--- src/rtl/imem_pkg.sv ---
// Shared instruction-memory constants and loader FSM state encoding.
// Used by both the IMEM array side and the loader.
package imem_pkg;

  localparam int WORD_W         = 32;
  localparam int BYTES_PER_WORD = 4;
  localparam int IMEM_DEPTH     = 64;

  localparam logic [2:0] ST_IDLE  = 3'd0;
  localparam logic [2:0] ST_RECV  = 3'd1;
  localparam logic [2:0] ST_WRITE = 3'd2;
  localparam logic [2:0] ST_CHK   = 3'd3;
  localparam logic [2:0] ST_DONE  = 3'd4;

  // Clamp a requested load length to the memory capacity.
  function automatic logic [6:0] sat_len(input logic [6:0] req, input logic [6:0] cap);
    return (req > cap) ? cap : req;
  endfunction

endpackage

--- src/rtl/byte_packer.sv ---
// Assembles four bytes into a little-endian 32-bit word; byte k lands in lane k.
// word shows the assembly including the byte being pushed this cycle.
module byte_packer
  import imem_pkg::*;
(
  input  logic              clk,
  input  logic              rst,
  input  logic              clear,
  input  logic              push,
  input  logic [7:0]        byte_in,
  output logic [WORD_W-1:0] word,
  output logic              word_full
);

  logic [1:0]        cnt_reg;
  logic [WORD_W-1:0] data_reg;

  generate
    for (genvar gi = 0; gi < BYTES_PER_WORD; gi++) begin : g_lane
      assign word[gi*8 +: 8] = (push && cnt_reg == 2'(gi)) ? byte_in : data_reg[gi*8 +: 8];
    end
  endgenerate

  // Asserted on the push that completes a word; the counter wraps to lane 0 by itself.
  assign word_full = push && (cnt_reg == 2'(BYTES_PER_WORD - 1));

  always_ff @(posedge clk) begin
    if (rst || clear) begin
      cnt_reg  <= 2'd0;
      data_reg <= '0;
    end else if (push) begin
      cnt_reg  <= cnt_reg + 2'd1;
      data_reg <= word;
    end
  end

endmodule

--- src/rtl/imem_loader.sv ---
// Packs a valid/ready byte stream into 32-bit words and writes them to IMEM from address 0.
// Optional trailing-checksum verification is enabled by defining IMEM_LOADER_CHECKSUM_EN.
module imem_loader
  import imem_pkg::*;
#(
  parameter int ADDR_W = 8,
  parameter int DEPTH  = IMEM_DEPTH
) (
  input  logic              clk,
  input  logic              rst,
  input  logic              start,
  input  logic [6:0]        load_words,
  input  logic              in_valid,
  input  logic [7:0]        in_byte,
  output logic              in_ready,
  output logic              wr_en,
  output logic [ADDR_W-1:0] wr_addr,
  output logic [WORD_W-1:0] wr_data,
  output logic              busy,
  output logic              done,
  output logic [6:0]        word_count,
  output logic              err
);

  localparam logic [6:0] DEPTH_CAP = 7'(DEPTH);

  logic [2:0]        state_reg;
  logic [6:0]        word_idx_reg;
  logic [6:0]        total_reg;
  logic [6:0]        word_count_reg;
  logic [ADDR_W-1:0] wr_addr_reg;
  logic [WORD_W-1:0] wr_data_reg;
  logic [6:0]        total_next;
  logic              last_word;
  logic              push;
  logic              packer_clear;
  logic [WORD_W-1:0] packed_word;
  logic              word_full;

  assign total_next   = sat_len(load_words, DEPTH_CAP);
  assign last_word    = (word_idx_reg == total_reg - 7'd1);
`ifdef IMEM_LOADER_CHECKSUM_EN
  assign in_ready     = (state_reg == ST_RECV) || (state_reg == ST_CHK);
`else
  assign in_ready     = (state_reg == ST_RECV);
`endif
  assign push         = in_valid && in_ready;
  assign packer_clear = (state_reg == ST_IDLE);

  assign wr_en      = (state_reg == ST_WRITE);
  assign wr_addr    = wr_addr_reg;
  assign wr_data    = wr_data_reg;
  assign busy       = (state_reg != ST_IDLE);
  assign done       = (state_reg == ST_DONE);
  assign word_count = word_count_reg;

  byte_packer u_packer (
    .clk       (clk),
    .rst       (rst),
    .clear     (packer_clear),
    .push      (push),
    .byte_in   (in_byte),
    .word      (packed_word),
    .word_full (word_full)
  );

`ifdef IMEM_LOADER_CHECKSUM_EN
  logic [WORD_W-1:0] xor_reg;
  logic              err_reg;

  assign err = done && err_reg;

  always_ff @(posedge clk) begin
    if (rst) begin
      xor_reg <= '0;
      err_reg <= 1'b0;
    end else if (state_reg == ST_IDLE && start) begin
      xor_reg <= '0;
      err_reg <= 1'b0;
    end else if (state_reg == ST_RECV && word_full) begin
      xor_reg <= xor_reg ^ packed_word;
    end else if (state_reg == ST_CHK && word_full) begin
      err_reg <= (packed_word != xor_reg);
    end
  end
`else
  assign err = 1'b0;
`endif

  always_ff @(posedge clk) begin
    if (rst) begin
      state_reg      <= ST_IDLE;
      word_idx_reg   <= 7'd0;
      total_reg      <= 7'd0;
      word_count_reg <= 7'd0;
      wr_addr_reg    <= '0;
      wr_data_reg    <= '0;
    end else begin
      case (state_reg)
        ST_IDLE: begin
          if (start) begin
            word_idx_reg   <= 7'd0;
            word_count_reg <= 7'd0;
            total_reg      <= total_next;
            state_reg      <= (total_next == 7'd0) ? ST_DONE : ST_RECV;
          end
        end
        ST_RECV: begin
          // Latch the completed word so the write cycle presents stable data.
          if (word_full) begin
            wr_addr_reg <= ADDR_W'({word_idx_reg, 2'b00});
            wr_data_reg <= packed_word;
            state_reg   <= ST_WRITE;
          end
        end
        ST_WRITE: begin
          word_count_reg <= word_idx_reg + 7'd1;
          if (last_word) begin
`ifdef IMEM_LOADER_CHECKSUM_EN
            state_reg <= ST_CHK;
`else
            state_reg <= ST_DONE;
`endif
          end else begin
            word_idx_reg <= word_idx_reg + 7'd1;
            state_reg    <= ST_RECV;
          end
        end
`ifdef IMEM_LOADER_CHECKSUM_EN
        ST_CHK: begin
          if (word_full) state_reg <= ST_DONE;
        end
`endif
        ST_DONE: state_reg <= ST_IDLE;
        default: state_reg <= ST_IDLE;
      endcase
    end
  end

endmodule

--- config.mk ---
export PLATFORM = sky130hd
export DESIGN_NAME = imem_loader
export DESIGN_NICKNAME = d
export VERILOG_FILES = /design/src/rtl/imem_pkg.sv /design/src/rtl/byte_packer.sv /design/src/rtl/imem_loader.sv
export SDC_FILE = /design/constraint.sdc
export NUM_CORES = 1
export LEC_CHECK = 0
export CORE_ASPECT_RATIO = 1.75
export CORE_MARGIN = 10
export CORE_UTILIZATION = 25
export DETAILED_ROUTE_END_ITERATION = 6
export DONT_BUFFER_PORTS = 1
export PLACE_DENSITY_LB_ADDON = 0.15
export SLEW_MARGIN = 20
export SYNTH_ARGS = -nofsm -noshare
export SYNTH_HDL_FRONTEND = slang
export SYNTH_HIERARCHICAL = 1
export SYNTH_SLANG_ARGS = --single-unit
--- constraint.sdc ---
create_clock -name clk -period 4 [get_ports clk]
set_clock_uncertainty 0.2 [all_clocks]
set_input_delay 0.2 -clock clk [delete_from_list [all_inputs] [get_ports clk]]
set_output_delay 0.2 -clock clk [all_outputs]
set_load 0.02 [all_outputs]
Yosys cells after proc, flatten, opt, wreduce, memory -nomap -nowiden
Cells that the tools add are included.
W data, S select, Z words.
{"block": "word_totals", "ramBits": 0, "out_inout_bits": 52, "wordCells": 52, "register_bits": 96, "mem_count": 0, "latch_bits": 0, "mem_bits_ro": 0}
{"block": "op_classes", "mux": 14, "n_mul": 0, "order_cmp": 1, "shifts": 0, "addsub": 3, "n_eq_ne": 10, "n_bitwise": 0, "n_div": 0, "reduce_logical": 16}
{"op": "$mux W8", "n": 4}
{"op": "$pmux W7 S2", "n": 2}
{"op": "$mux W7", "n": 3}
{"op": "$mux W3", "n": 4}
{"op": "$pmux W3 S3", "n": 1}
{"op": "$reduce_and A2 Y1", "n": 4}
{"op": "$add A7 B1 Y7 const B", "n": 1}
{"op": "$eq A7 B7 Y1", "n": 1}
{"op": "$gt A7 B7 Y1 const B", "n": 1}
{"op": "$logic_not A7 Y1", "n": 1}
{"op": "$sub A7 B1 Y7 const B", "n": 1}
{"op": "$logic_and A1 B1 Y1", "n": 5}
{"op": "$eq A2 B2 Y1 const B", "n": 2}
{"op": "$ne A2 B2 Y1 const B", "n": 2}
{"op": "$eq A3 B1 Y1 const B", "n": 1}
{"op": "$eq A3 B2 Y1 const B", "n": 1}
{"op": "$eq A3 B3 Y1 const B", "n": 1}
{"op": "$logic_not A3 Y1", "n": 1}
{"op": "$reduce_and A3 Y1", "n": 1}
{"op": "$reduce_bool A3 Y1", "n": 1}
{"op": "$add A2 B1 Y2 const B", "n": 1}
{"op": "$eq A2 B1 Y1 const B", "n": 1}
{"op": "$logic_not A2 Y1", "n": 1}
{"op": "$ne A2 B1 Y1 const B", "n": 1}
{"op": "2 further kinds", "n": 2}

Depth between registers and ports, before layout
{"block": "logic_depth", "ltp_word": 6, "ltp_mapped": 11}

Hierarchy
Netlist, hierarchy kept.
{"module": "imem_loader", "n_inst": 1, "seq_area_each_um2": 1241.2, "area_each_um2": 2657.5, "cells_each": 331}
{"module": "byte_packer", "n_inst": 1, "seq_area_each_um2": 680.7, "area_each_um2": 1670.4, "cells_each": 194}

Worst setup path before layout
No wires, ideal clock.
{"block": "synth_path", "kind": "flip-flop to flip-flop", "startpoint": "register state_reg[0]", "endpoint": "register state_reg[0]", "setup_ps": 75, "period_less_slack_ps": 2776, "t_arrival_ps": 2501, "path_slack_ps": 1224, "n_path_buf": 2, "stages_incl_launch_ff": 11, "path_cell_list": "dfxtp_1 > nor3b_1 > and2_1 > buf_4 > buf_4 > nand2_1 > inv_1 > nand2b_1 > a2111oi_0 > a32oi_1 > o21ai_0"}
{"block": "synth_between", "elab_chain_len": 5, "elab_cells_between_ends": 9, "cone_classes": "eq/ne: 4; mux: 1; reduce/logical: 4"}
{"element": "start, declared", "line_no": "imem_loader.sv:27", "rtl": "logic [2:0] state_reg;"}
{"element": "start signal, assigned", "line_no": "imem_loader.sv:105", "rtl": "state_reg <= (total_next == 7'd0) ? ST_DONE : ST_RECV;"}
{"element": "$eq A3 B1 Y1", "line_no": "imem_loader.sv:45", "rtl": "assign in_ready = (state_reg == ST_RECV);"}
{"element": "via in_ready", "line_no": "imem_loader.sv:15", "rtl": "output logic in_ready,"}
{"element": "$logic_and A1 B1 Y1", "line_no": "imem_loader.sv:47", "rtl": "assign push = in_valid && in_ready;"}
{"element": "via push", "line_no": "imem_loader.sv:35", "rtl": "logic push;"}
{"element": "$logic_and A1 B1 Y1", "line_no": "byte_packer.sv:25", "rtl": "assign word_full = push && (cnt_reg == 2'(BYTES_PER_WORD - 1));"}
{"element": "via word_full", "line_no": "imem_loader.sv:38", "rtl": "logic word_full;"}
{"element": "$ne A2 B1 Y1 (no source line)"}
{"element": "$reduce_and A2 Y1 (no source line)"}
The timed path passes the listed nets, and every way through them passes these cells.
A chain may end at the register's enable or synchronous reset.

Final worst setup path
{"block": "layout_path", "startpoint": "register state_reg[2]", "endpoint": "register total_reg[2]"}
{"block": "layout_between", "elab_chain_len": 2}
{"element": "$logic_not A3 Y1"}
{"element": "via packer_clear", "line_no": "imem_loader.sv:36", "rtl": "logic packer_clear;"}
{"element": "$reduce_and A2 Y1 (no source line)"}
{"element": "end signal, assigned", "line_no": "imem_loader.sv:104", "rtl": "total_reg <= total_next;"}
{"element": "end, declared", "line_no": "imem_loader.sv:29", "rtl": "logic [6:0] total_reg;"}
The timed path passes the listed nets, and every way through them passes these cells.

==> results.md <==
- Slew Viols, Final: 0
- Post-synthesis sequential area ratio: 44.4%
- CP Cell Sequence: or3_1 > inv_1 > and2_1 > nand3b_1 > dlygate4sd3_1 > a21oi_1
- WP buf/inv: 2
- Flops & latches, synth: 96
- CP top delay family: simple AND/OR/NAND/NOR gates
- Worst EP required: 4.08 ns
- Pleak: 1.79 nW
- Clock slew at reported path FFs: 0.07 ns
- Synthesized area: 4330 um2
- Pin count of the biggest net entering global routing: 69
- Area grow syn2layout: 13.4%
- Top post-synthesis cells by area: dfxtp_1, nand2_1, a21oi_1, a21bo_2, nand3_1
- Later-pin clock latency in the skew report: 0.34 ns
- Slowest CP cell: dlygate4sd3_1
- Die X: 119 um
- Worst path arrival time: 2.71 ns
- CP Max Fanout: 12
- Top FF cell, synth: dfxtp_1
- Pwr Density: 424 nW/um2
- WS Path Type: flip-flop to flip-flop
- Final setup fails: 0
- Initial antenna violation count: 0
- Synth warn: 6
- Vias in the first global route: 3,435
- Final std cells w/o fill: 751
- Final min period: 2.63 ns
- DR vias/cell: 4.62
- Core Region: 16,900 um2
- Total iterations of the first detailed-routing run: 4
- Slew of the pin with the lowest slew margin: 0.895 ns
- Drt wl/cell: 16.6 um
- Initial Util: 25.5%
- NumNets Final: 544
- Outcome: completed
- Hold/Removal Path Class: input port to flip-flop
- Cell count after synthesis: 525
- Residual DRC: 0
- Startpoint types: flip-flop
- DIE AREA: 23,200 um2
- Clock buffer depth: 2
- Unique masters post-synth: 46
- Cell Rows: 63
- Synth top area share: 44.4%
- Root buffer selected by CTS: clkbuf_16
- GRT Util Overall: 10.9%
- TNS Setup: 0 ns
- Num CTS Buffers: 9
- Fmax: 0.380 GHz
- Finished Cell Area: 4910 um2
- Ys async rst share: 0%
- # Max-Cap Violations: 0
- CTS resizes: 0
- Global-route wire length before repair: 20,000 um
- IO buf count: 0
- Fin util: 29.0%
- GPL Wtd Cong: 0.731
- RSZ-0062 raised after global routing: no
- Period utilisation layout: 65.8%
- Crit path capture type: flip-flop
- Placed cell count: 717
- Slowest stage delay, CP: 0.58 ns
- EDFF count, synth: 0
- Die Height: 194 um
- Max rail drop VDD: 0.000180 V
- Initial DRC count: 179
- Leading area contributor after synthesis: dfxtp_1
- ANT nets after route: 0
- Total power: 2.08 mW
- Clock Sinks: 96
- Share of layout cells above drive strength 1: 12.2%
- Post-CTS Setup Bufs: 0
- Hold Fails Final Rpt: 0
- Ports: 71
- Area post-placement: 4430 um2
- TritonCTS clock tree: built
- DR vias: 3,473
- Hold buffers post-CTS: 18
- CTS H-tree lvls: 3
- Mean Syn Cell Area: 8.24 um2
- Gr ovfl total: 0
- Detail Placement HPWL: 8650 um
- Ant diodes: 0
- Drt total wl: 12,400 um
- Slew margin rel.: 40.2%
## metrics by stage
step | hold WS [ns] | setup slack, ns
3_3_place_gp | 0.0819 | 1.56
3_5_place_dp | 0.0831 | 1.48
6_report | 0.00136 | 1.37
5_1_grt | 0.0118 | 1.22
2_1_floorplan | 0.136 | 1.22
4_1_cts | 0.00518 | 1.37
## cells by family after synthesis
logic type,synth area share [%]
XOR/XNOR,3.56
buffers and inverters,5.81
multiplexers,0.463
other,0.0866
AND/OR/NAND/NOR,22.3
AO/OA/AOI/OAI,21.6
flip-flops,44.4
adder cells (fa/ha/maj),1.73
## worst reg2reg max path: cells and delay by family (launching register included)
family	cells	cell delay, ns
compound gates	1	0.14
simple gates	3	1.14
buf+inv	2	0.75
flops	1	0.35
## synthesized netlist by cell type (all sizes together), types with 2 or more instances
master  count
and2        5
nand2     127
a31oi       5
xnor2       8
nand3      38
o21ai       8
xor2        7
dfxtp      96
buf        27
o31ai       5
a21oi      82
inv         7
a21bo      32
clkbuf     15
nor3        4
and3        2
nor2       18
nand3b      6
mux2i       2
nor3b       8
ha          6
o211ai      2
## layout make-up
cell class                 count  area [um2]
clock inverter                 7        53.8
timing repair buffer          23         235
sequential                    96        1920
clock buffer                   9         225
multi-input combinational    382        2160
tap                          227         284
inverter                       7        26.3
fill                        1838       12000
## metal layers
| layer | global-route usage, % | wire length (um) | up-vias |
|---|---|---|---|
| met1 | 11.4 | 4930 | 1639 |
| li1 | - | - | 1770 |
| met2 | 19.8 | 6740 | 52 |
| met5 | 0 | 0 | - |
| met4 | 4.20 | 225 | 0 |
| met3 | 2.92 | 545 | 12 |
## power by group
part,leakage (nW),switching [mW],internal (mW)
Sequential,0.774,0.0131,0.969
Clock,0.129,0.397,0.427
Combinational,0.888,0.193,0.0808
Total,1.79,0.602,1.48
## placed cells by master (no fill, tap or decap), types with 8 or more instances in the layout
cell type	Yosys	final
dlygate4sd3_1	0	17
nor2_1	18	18
xnor2_1	8	8
a21oi_1	79	79
dfxtp_1	96	96
nand3_1	38	38
nand2_1	126	126
clkbuf_16	0	9
a21bo_2	31	31
nor3b_1	8	8
## final timing paths
path | start | endpoint | slack, ns | cells after the start
worst max-delay path | state_reg[2] | total_reg[2] | 1.37 | 6
worst min-delay path | rst | word_count[3] | 0.001 | 2
worst max register to register | state_reg[2] | total_reg[2] | 1.37 | 6
worst min register to register | total_reg[6] | total_reg[6] | 0.29 | 2
Power figures use the tool's default switching activity.
